## config.mk

```make
export PLATFORM = sky130hd
export DESIGN_NAME = program_loader_flat
export DESIGN_NICKNAME = d
export VERILOG_FILES = /design/src/rtl/program_loader_if.sv /design/src/rtl/program_loader.sv /design/src/flat_wrapper.sv
export SDC_FILE = /design/constraint.sdc
export NUM_CORES = 1
export LEC_CHECK = 0
export CAP_MARGIN = 20
export CORE_UTILIZATION = 40
export DETAILED_ROUTE_END_ITERATION = 8
export GPL_TIMING_DRIVEN = 0
export SETUP_SLACK_MARGIN = 0.3
export SLEW_MARGIN = 20
export SYNTH_ARGS = -nofsm -noshare
export SYNTH_HDL_FRONTEND = slang
export SYNTH_SLANG_ARGS = --single-unit
```

## constraint.sdc

```tcl
create_clock -name clk -period 2.7 [get_ports clk]
set_clock_uncertainty 0.2 [all_clocks]
set_input_delay 0.54 -clock clk [delete_from_list [all_inputs] [get_ports clk]]
set_output_delay 0.54 -clock clk [all_outputs]
set_load 0.01 [all_outputs]
```

## src/rtl/program_loader_if.sv

```systemverilog
// Byte-stream valid/ready channel between the host byte source and the program loader.
interface program_loader_if;
  logic       in_valid;
  logic [7:0] in_data;
  logic       in_ready;

  modport master (output in_valid, output in_data, input in_ready);
  modport slave  (input in_valid, input in_data, output in_ready);
endinterface

```

## src/rtl/program_loader.sv

```systemverilog
// Boot-stage program loader: receives a LEN/data/CSUM byte image, writes it into the
// CPU instruction memory and holds the CPU in reset until the image has been verified.
module program_loader #(
  parameter int TIMEOUT_CYCLES = 1024,
  parameter int BOOT_CYCLES    = 4
) (
  input  logic            clk,
  input  logic            reset,
  input  logic            start,
  program_loader_if.slave src,
  output logic            ins_write,
  output logic            ins_read,
  output logic [7:0]      instruction_write_data,
  output logic            wr_strobe,
  output logic [7:0]      load_addr,
  output logic            cpu_reset,
  output logic            done,
  output logic            error,
  output logic [1:0]      err_code
);
  localparam int TW = $clog2(TIMEOUT_CYCLES + 1);
  localparam int BW = $clog2(BOOT_CYCLES + 1);

  localparam logic [1:0] ERR_NONE     = 2'b00;
  localparam logic [1:0] ERR_ZERO_LEN = 2'b01;
  localparam logic [1:0] ERR_CSUM     = 2'b10;
  localparam logic [1:0] ERR_TIMEOUT  = 2'b11;

  typedef enum logic [2:0] {
    S_IDLE, S_LEN, S_DATA, S_CSUM, S_BOOT, S_RUN, S_ERROR
  } state_t;

  state_t          state, state_nxt;
  logic [1:0]      err_set;
  logic            in_ready_q;
  logic [7:0]      len_q, cnt_q, sum_q, sum_plus;
  logic [TW-1:0]   idle_cnt;
  logic [BW-1:0]   boot_cnt;
  logic            xfer, loading, loading_nxt, timed_out, boot_last;

  assign xfer        = src.in_valid && in_ready_q;
  assign sum_plus    = sum_q + src.in_data;
  assign loading     = state inside {S_LEN, S_DATA, S_CSUM};
  assign loading_nxt = state_nxt inside {S_LEN, S_DATA, S_CSUM};
  // An accepted byte on the limit cycle wins over the timeout.
  assign timed_out   = loading && !xfer && (idle_cnt == TW'(TIMEOUT_CYCLES - 1));
  assign boot_last   = (boot_cnt == BW'(BOOT_CYCLES - 1));

  assign src.in_ready = in_ready_q;
  assign ins_read     = ~ins_write;

  always_ff @(posedge clk or negedge reset) begin
    if (!reset) begin
      state      <= S_IDLE;
      in_ready_q <= 1'b0;
      ins_write  <= 1'b0;
      cpu_reset  <= 1'b1;
      done       <= 1'b0;
      error      <= 1'b0;
    end else begin
      state      <= state_nxt;
      in_ready_q <= loading_nxt;
      ins_write  <= loading_nxt;
      cpu_reset  <= (state_nxt != S_RUN);
      done       <= (state_nxt == S_RUN);
      error      <= (state_nxt == S_ERROR);
    end
  end

  always_comb begin
    state_nxt = state;
    err_set   = ERR_NONE;
    unique case (state)
      S_IDLE: if (start) state_nxt = S_LEN;
      S_LEN: begin
        if (xfer) begin
          if (src.in_data == 8'h00) begin
            state_nxt = S_ERROR;
            err_set   = ERR_ZERO_LEN;
          end else begin
            state_nxt = S_DATA;
          end
        end
      end
      S_DATA: if (xfer && (cnt_q == len_q - 8'd1)) state_nxt = S_CSUM;
      S_CSUM: begin
        if (xfer) begin
          if (sum_plus == 8'h00) begin
            state_nxt = S_BOOT;
          end else begin
            state_nxt = S_ERROR;
            err_set   = ERR_CSUM;
          end
        end
      end
      S_BOOT:  if (boot_last) state_nxt = S_RUN;
      S_RUN:   if (start) state_nxt = S_LEN;
      S_ERROR: if (start) state_nxt = S_LEN;
      default: state_nxt = S_IDLE;
    endcase
    if (timed_out) begin
      state_nxt = S_ERROR;
      err_set   = ERR_TIMEOUT;
    end
  end

  always_ff @(posedge clk or negedge reset) begin
    if (!reset) begin
      instruction_write_data <= 8'h00;
      wr_strobe              <= 1'b0;
      load_addr              <= 8'h00;
      len_q                  <= 8'h00;
      cnt_q                  <= 8'h00;
      sum_q                  <= 8'h00;
      idle_cnt               <= '0;
      boot_cnt               <= '0;
      err_code               <= ERR_NONE;
    end else begin
      wr_strobe <= 1'b0;
      idle_cnt  <= (!loading || xfer) ? '0 : idle_cnt + 1'b1;
      boot_cnt  <= (state == S_BOOT) ? boot_cnt + 1'b1 : '0;

      if (xfer && state == S_LEN) begin
        len_q     <= src.in_data;
        sum_q     <= src.in_data;
        cnt_q     <= 8'h00;
        load_addr <= 8'h00;
      end

      // Each byte is presented with its own index, so the address stops on the last byte.
      if (xfer && state == S_DATA) begin
        instruction_write_data <= src.in_data;
        wr_strobe              <= 1'b1;
        load_addr              <= cnt_q;
        cnt_q                  <= cnt_q + 8'd1;
        sum_q                  <= sum_plus;
      end

      if (err_set != ERR_NONE) begin
        err_code <= err_set;
      end else if (state_nxt == S_LEN) begin
        err_code <= ERR_NONE;
      end
    end
  end
endmodule

```

## src/flat_wrapper.sv

```systemverilog
// flat-port wrapper written by rule: the top's interface ports become plain ports
module program_loader_flat 
#(
  parameter int TIMEOUT_CYCLES = 1024,
  parameter int BOOT_CYCLES    = 4
)
  (clk, reset, start, ins_write, ins_read, instruction_write_data, wr_strobe, load_addr, cpu_reset, done, error, err_code, src_in_valid, src_in_data, src_in_ready);
  program_loader_if src_i ();
  input  logic clk;
  input  logic reset;
  input  logic start;
  output logic ins_write;
  output logic ins_read;
  output logic [7:0] instruction_write_data;
  output logic wr_strobe;
  output logic [7:0] load_addr;
  output logic cpu_reset;
  output logic done;
  output logic error;
  output logic [1:0] err_code;
  input wire logic [$bits(src_i.in_valid)-1:0] src_in_valid;
  input wire logic [$bits(src_i.in_data)-1:0] src_in_data;
  output wire logic [$bits(src_i.in_ready)-1:0] src_in_ready;
  assign src_i.in_valid = src_in_valid;
  assign src_i.in_data = src_in_data;
  assign src_in_ready = src_i.in_ready;
  program_loader #(.TIMEOUT_CYCLES(TIMEOUT_CYCLES), .BOOT_CYCLES(BOOT_CYCLES)) u_core (.clk(clk), .reset(reset), .start(start), .src(src_i), .ins_write(ins_write), .ins_read(ins_read), .instruction_write_data(instruction_write_data), .wr_strobe(wr_strobe), .load_addr(load_addr), .cpu_reset(cpu_reset), .done(done), .error(error), .err_code(err_code));
endmodule
```

==> results of run 1 <==
-- registers in the layout, indices dropped and copies added, names as in the netlist --
| signal | cells |
|---|---|
| u_core.err_code | 2 |
| u_core.load_addr | 8 |
| u_core.cnt_q | 8 |
| u_core.error | 1 |
| u_core.instruction_write_data | 8 |
| u_core.done | 1 |
| u_core.wr_strobe | 1 |
| u_core.idle_cnt | 11 |
| u_core.len_q | 8 |
| u_core.ins_write | 1 |
| u_core.sum_q | 8 |
| u_core.cpu_reset | 1 |
| u_core.state | 3 |
| u_core.boot_cnt | 3 |
-- layer usage --
| layer | vias up | global-route usage [%] | wire (um) |
|---|---|---|---|
| met2 | 59 | 29.9 | 3670 |
| li1 | 1340 | - | - |
| met1 | 1339 | 25.0 | 3570 |
| met4 | 0 | 7.18 | 83 |
| met5 | - | 0 | 0 |
| met3 | 10 | 5.09 | 308 |
-- cells by family (layout without fill, tap and decap cells) --
| logic type | count (synthesis) | after routing | share of synthesized area, % |
|---|---|---|---|
| and+or+nand+nor | 158 | 158 | 21.7 |
| DFF | 64 | 64 | 48.7 |
| AOI/OAI and AO/OA | 62 | 62 | 13.3 |
| xor gates and xnor gates | 29 | 29 | 7.95 |
| buffers and inverters | 26 | 92 | 3.16 |
| adders and majority gates | 13 | 13 | 5.17 |
-- cell usage in the layout, fill, tap and decap left out, types with 11 or more instances in the layout --
master / count
nand2_1: 71
xor2_1: 12
clkdlybuf4s50_1: 29
buf_4: 14
nor2_1: 31
clkbuf_8: 11
xnor2_1: 14
o21ai_0: 17
nand3_1: 15
dfrtp_1: 62
-- worst max-delay path, delay by kind of cell (launching register included) --
kind	cells	cell delay [ns]
flip-flops	1	0.41
adder cells (fa/ha/maj)	2	0.52
XOR/XNOR	1	0.16
AO/OA/AOI/OAI	5	1.15
-- power by group --
group,internal (mW),switching (mW)
combinational,0.971,1.11
sequential,1.23,0.246
clock,0.573,0.381
total,2.77,1.74
-- metrics by stage --
step / hold WS [ns] / utilization (%) / setup WS, ns / setup TNS (ns)
after floorplan: 0.0444 / - / 0.191 / 0
after global placement: 0.229 / 48.3 / -1.31 / -90.79
after detailed placement: 0.234 / 48.5 / -0.733 / -7.73
after CTS: 0.245 / 53.5 / 0.150 / 0
after global routing: 0.248 / 54.3 / 0.0398 / 0
final: 0.243 / 54.3 / 0.137 / 0
-- what timing repair did --
| item | 4_1_cts | 5_1_grt |
|---|---|---|
| gates resized for setup | 28 | 9 |
| hold buffers | 1 | 0 |
| endpoints found under the setup margin | 35 | 26 |
| hold endpoints to repair | 25 | 0 |
| setup buffers | 8 | 4 |
| pin swaps | 8 | 7 |
-- cell type report --
cell class,count,share of cell area (%)
Sequential cell,64,37.7
Clock buffer,12,3.64
Timing Repair Buffer,50,11.0
Inverter,11,0.969
Multi-Input combinational cell,262,40.1
Buffer,15,1.79
Tap cell,102,3.00
Clock inverter,4,1.79
-- final timing paths --
path / start / end / slack [ns] / depth (start not counted)
hold / removal: u_core.boot_cnt[0] / u_core.boot_cnt[0] / 0.24 / 1
max in group asynchronous: reset / u_core.cpu_reset / 1.27 / 3
setup / recovery: u_core.sum_q[0] / u_core.err_code[0] / 0.14 / 8
hold reg to reg: u_core.boot_cnt[0] / u_core.boot_cnt[0] / 0.24 / 1
setup reg to reg: u_core.sum_q[0] / u_core.err_code[0] / 0.14 / 8
min in group asynchronous: reset / u_core.idle_cnt[5] / 0.45 / 2
==> flow_summary.ini, run 1 <==
[run_status]
outcome = complete, no violations

[synthesis]
synth_area_leaders = dfrtp_1 48%, nand2_1 8.1%, ha_1 4.6%
synth_common_cells = 71 x nand2_1, 63 x dfrtp_1, 31 x nor2_1, 18 x o21ai_0, 16 x xnor2_1
avgSynthCellArea_um2 = 9.34
synthFlopType = dfrtp_1
async_reset_ff_share_pct = 100
synth_top_area_share_pct = 47.9
ys_types = 50
synth_seq_area_share_pct = 48.7
synth_warnings = 0
synth.largest_area_cell = dfrtp_1
syn-num-nets = 377
synth_edf_count = 0
synthCells = 352
syn_area_um2 = 3290
ys_seq_elements = 64
synthMostInstantiatedCell = nand2_1

[critical_path]
slowest_delay_ns = 0.41
cp_slowest_cell = dfrtp_1
critPathKind = register to register
start_kind = register
crit_required_ns = 2.72
cp_max_fo = 4
crit_arrival_ns = 2.59
path_cells = ha_4 -> fa_2 -> a211o_1 -> a21oi_2 -> o21bai_1 -> xnor2_2 -> a31o_2 -> a311o_1
worstSetupEndpointType = register

[layout]
finalNonFillerCells = 520
regArea_um2 = 1600
syn_to_final_growth_pct = 29.6
multi_input_area_um2 = 1710
n_fill_cell = 711
layout.nets = 438
diodes = 0
drive_gt1_share_pct = 14.6
finalInstanceArea_um2 = 4260

[timing]
max_freq_mhz = 390
setup_viol = 0
rsz0062_at_grt = yes
drv_slew = 0
hold_violations = 0
fin_crit_sh_pct = 94.9
min_period_ns = 2.56
slew_headroom_pct = 59.7
tightestPinTransition_ns = 0.600

[placement]
placed_area_um2 = 3810
port_buffers = 36
place_inst = 491
routabilityCongestion = 0.866
dp_hpwl_um = 5280

[die]
die_w_um = 92.7
core_area_um2 = 7850
fp-row-count = 32
die-area_um2 = 8590
initial_core_util_pct = 41.9
boundaryPins = 37
die_h_um = 92.7

[pwr]
power_mw = 4.51
worst_ir_drop_vdd_mv = 0.600
leakagePower_nw = 1.94
power.density_nw_per_um2 = 1060

[grt]
first_global_vias = 2617
grt-ovfl-total = 0
antenna_found_initial = 0
groute.usage.overall_pct = 19.0
grt_max_degree = 40
grt_pass1_wl_um = 12700

[clocking]
cts_buffer_depth = 2
clkLatencyLatePin_ns = 0.34
htreeDepth = 3
cts.sinks = 64
cts_tree = done
cts_root_buf = clkbuf_8
path_clk_slew_ns = 0.08
numCtsBuffers = 9

[routing]
drt_wl_total_um = 7630
route.vias.total = 2748
drtAntennaViolNets = 0
wl_per_cell_um = 14.7
drt_iter0_drc = 55
drc = 0
drtPass1Iterations = 4
via_per_inst = 5.28

[run]
drv_cap = 0

[hold_path]
hold_class = register to register
(Power assumes the default switching activity.)
==> run 2, diff against run 1 <==
--- a/config.mk
+++ b/config.mk
@@ -6,9 +6,10 @@
 export NUM_CORES = 1
 export LEC_CHECK = 0
 export CAP_MARGIN = 20
-export CORE_UTILIZATION = 40
+export CORE_UTILIZATION = 56
 export DETAILED_ROUTE_END_ITERATION = 8
 export GPL_TIMING_DRIVEN = 0
+export PLACE_DENSITY = 0.8
 export SETUP_SLACK_MARGIN = 0.3
 export SLEW_MARGIN = 20
 export SYNTH_ARGS = -nofsm -noshare
==> run 2 against run 1 <==
Total power fell by 3.1%. Die area down 28%. First-iteration DRC count grew to 2.5 times the previous value. Largest cell class unchanged. Final cell count shrank 6.9%. Worst setup slack improved by 0.057 ns. Critical path depth stayed put. Critical endpoint unchanged.
==> flow_summary.ini, run 2 (same netlist as run 1, synthesis figures left out) <==
[run_status]
outcome = complete, no violations

[hold_path]
holdPathEnd = u_core.boot_cnt[0]
hold_depth = 1
hold_class = register to register
min_from = u_core.boot_cnt[0]

[clocking]
cts_tree = done
htreeDepth = 3
numCtsBuffers = 9
cts_root_buf = clkbuf_8
clkLatencyLatePin_ns = 0.34
cts.sinks = 64
cts_buffer_depth = 2
path_clk_slew_ns = 0.07

[grt]
first_global_vias = 2802
groute.usage.overall_pct = 27.5
grt_pass1_wl_um = 13000
antenna_found_initial = 0
grt-ovfl-total = 0
grt_max_degree = 52

[pwr]
leakagePower_nw = 1.90
p_comb_share_pct = 49.6
clockPowerShare_pct = 16.3
intPower_mw = 2.58
pwr-share-seq_pct = 34.1
swShare_pct = 41.1
power_mw = 4.37
p_switching_mw = 1.80
worst_ir_drop_vdd_mv = 0.656
power.density_nw_per_um2 = 1050

[routing]
via_per_inst = 5.80
wl_met3_um = 401
drt_iter0_drc = 138
wl_met2_um = 3800
route.vias.total = 2806
drc = 0
wl_per_cell_um = 15.8
drtAntennaViolNets = 0
drtPass1Iterations = 5
drt-met1-wl_um = 3230
drt_wl_total_um = 7660
routed.top_layer = met4

[timing]
fin_crit_sh_pct = 92.8
holdWs_ns = 0.253
setup_viol = 0
min_period_ns = 2.51
max_freq_mhz = 399
tightestPinTransition_ns = 0.530
slew_headroom_pct = 64.4
drv_slew = 0
hold_violations = 0
rsz0062_at_grt = yes

[die]
die-area_um2 = 6180
boundaryPins = 37
core_area_um2 = 5570
initial_core_util_pct = 59.0
die_h_um = 78.6
fp-row-count = 27
die_w_um = 78.6

[layout]
drive_gt1_share_pct = 15.3
layout_common_cells = 71 x nand2_1, 62 x dfrtp_1, 30 x nor2_1
layout.nets = 432
multi_input_area_um2 = 1760
final_common_cell = nand2_1
largest_reg_flops = 11
syn_to_final_growth_pct = 26.7
diodes = 0
n_fill_cell = 416
regMostFlops = u_core.idle_cnt
regArea_um2 = 1600

[critical_path]
reg2reg_from = u_core.sum_q[0]
critPathKind = register to register
rrSetupSlack_ns = 0.19
start_kind = register
cp_max_fo = 2
cp_top_family = compound AO/OA/AOI/OAI gates
rr_worst_depth = 8
crit_required_ns = 2.72
slowest_delay_ns = 0.40
cp_slowest_cell = dfrtp_1
path_buf_inv = 0
path_cells = ha_4 -> fa_2 -> a211o_1 -> o21ai_1 -> xnor2_2 -> nor4_4 -> a31o_2 -> a311o_1
worstSetupEndpointType = register
r2r-end = u_core.err_code[0]
crit_arrival_ns = 2.53
cp.depth = 8

[placement]
port_buffers = 36
dp_hpwl_um = 5070
routabilityCongestion = 0.905

[run]
drv_cap = 0
-- run 2: power by group through the flow --
stage	combinational, mW	sequential [mW]	clock, mW
after detailed placement	1.78	1.49	0
after global routing	2.38	1.53	0.771
after CTS	2.00	1.48	0.726
after global placement	1.72	1.47	0
final	2.17	1.49	0.713
after floorplan	1.22	1.47	0
-- run 2: cell type report --
class,instances,share of cell area [%]
tap,72,2.16
clock buffer,13,3.57
multi-input combinational,262,42.3
clock inverter,3,0.421
buffer,15,1.83
timing repair buffer,44,10.2
inverter,11,0.991
sequential,64,38.5
-- run 2: how the worst max path moves through the flow --
stage,slack [ns],end,start
floorplan,0.19,u_core.err_code[0],src_in_data[0]
global placement,-1.17,u_core.load_addr[4],reset
detailed placement,-0.75,u_core.err_code[1],src_in_data[0]
CTS,0.17,u_core.err_code[0],u_core.sum_q[0]
global route,0.13,u_core.err_code[1],u_core.sum_q[0]
finish,0.19,u_core.err_code[0],u_core.sum_q[0]
-- run 2: timing repair --
item,CTS,global route
hold endpoints to repair,12,0
hold buffers,1,0
resized for setup,27,23
pin swaps,10,5
buffers inserted,5,1
endpoints found under the setup margin,36,30
-- run 2: worst reg2reg max path: stages, from the launching register on --
cell     delay, ns
dfrtp_1       0.40
ha_4          0.17
fa_2          0.34
a211o_1       0.31
o21ai_1       0.14
xnor2_2       0.18
nor4_4        0.07
a31o_2        0.27
a311o_1       0.30
-- run 2: layer usage --
metal	GRT usage, %	vias up
met5	0	-
met1	34.5	1372
met2	45.4	94
li1	-	1321
met4	15.4	0
met3	4.19	19
-- run 2: metrics by stage --
stage | utilization [%] | TNS, ns | setup slack, ns | cells | instance area [um^2]
after floorplan | - | 0 | 0.191 | 352 | 3300
after global placement | 67.3 | -80.14 | -1.17 | 460 | 3750
after detailed placement | 67.8 | -6.75 | -0.749 | 461 | 3780
after CTS | 73.4 | 0 | 0.170 | 483 | 4090
after global routing | 74.7 | 0 | 0.130 | 484 | 4170
final | 74.7 | 0 | 0.194 | 484 | 4170
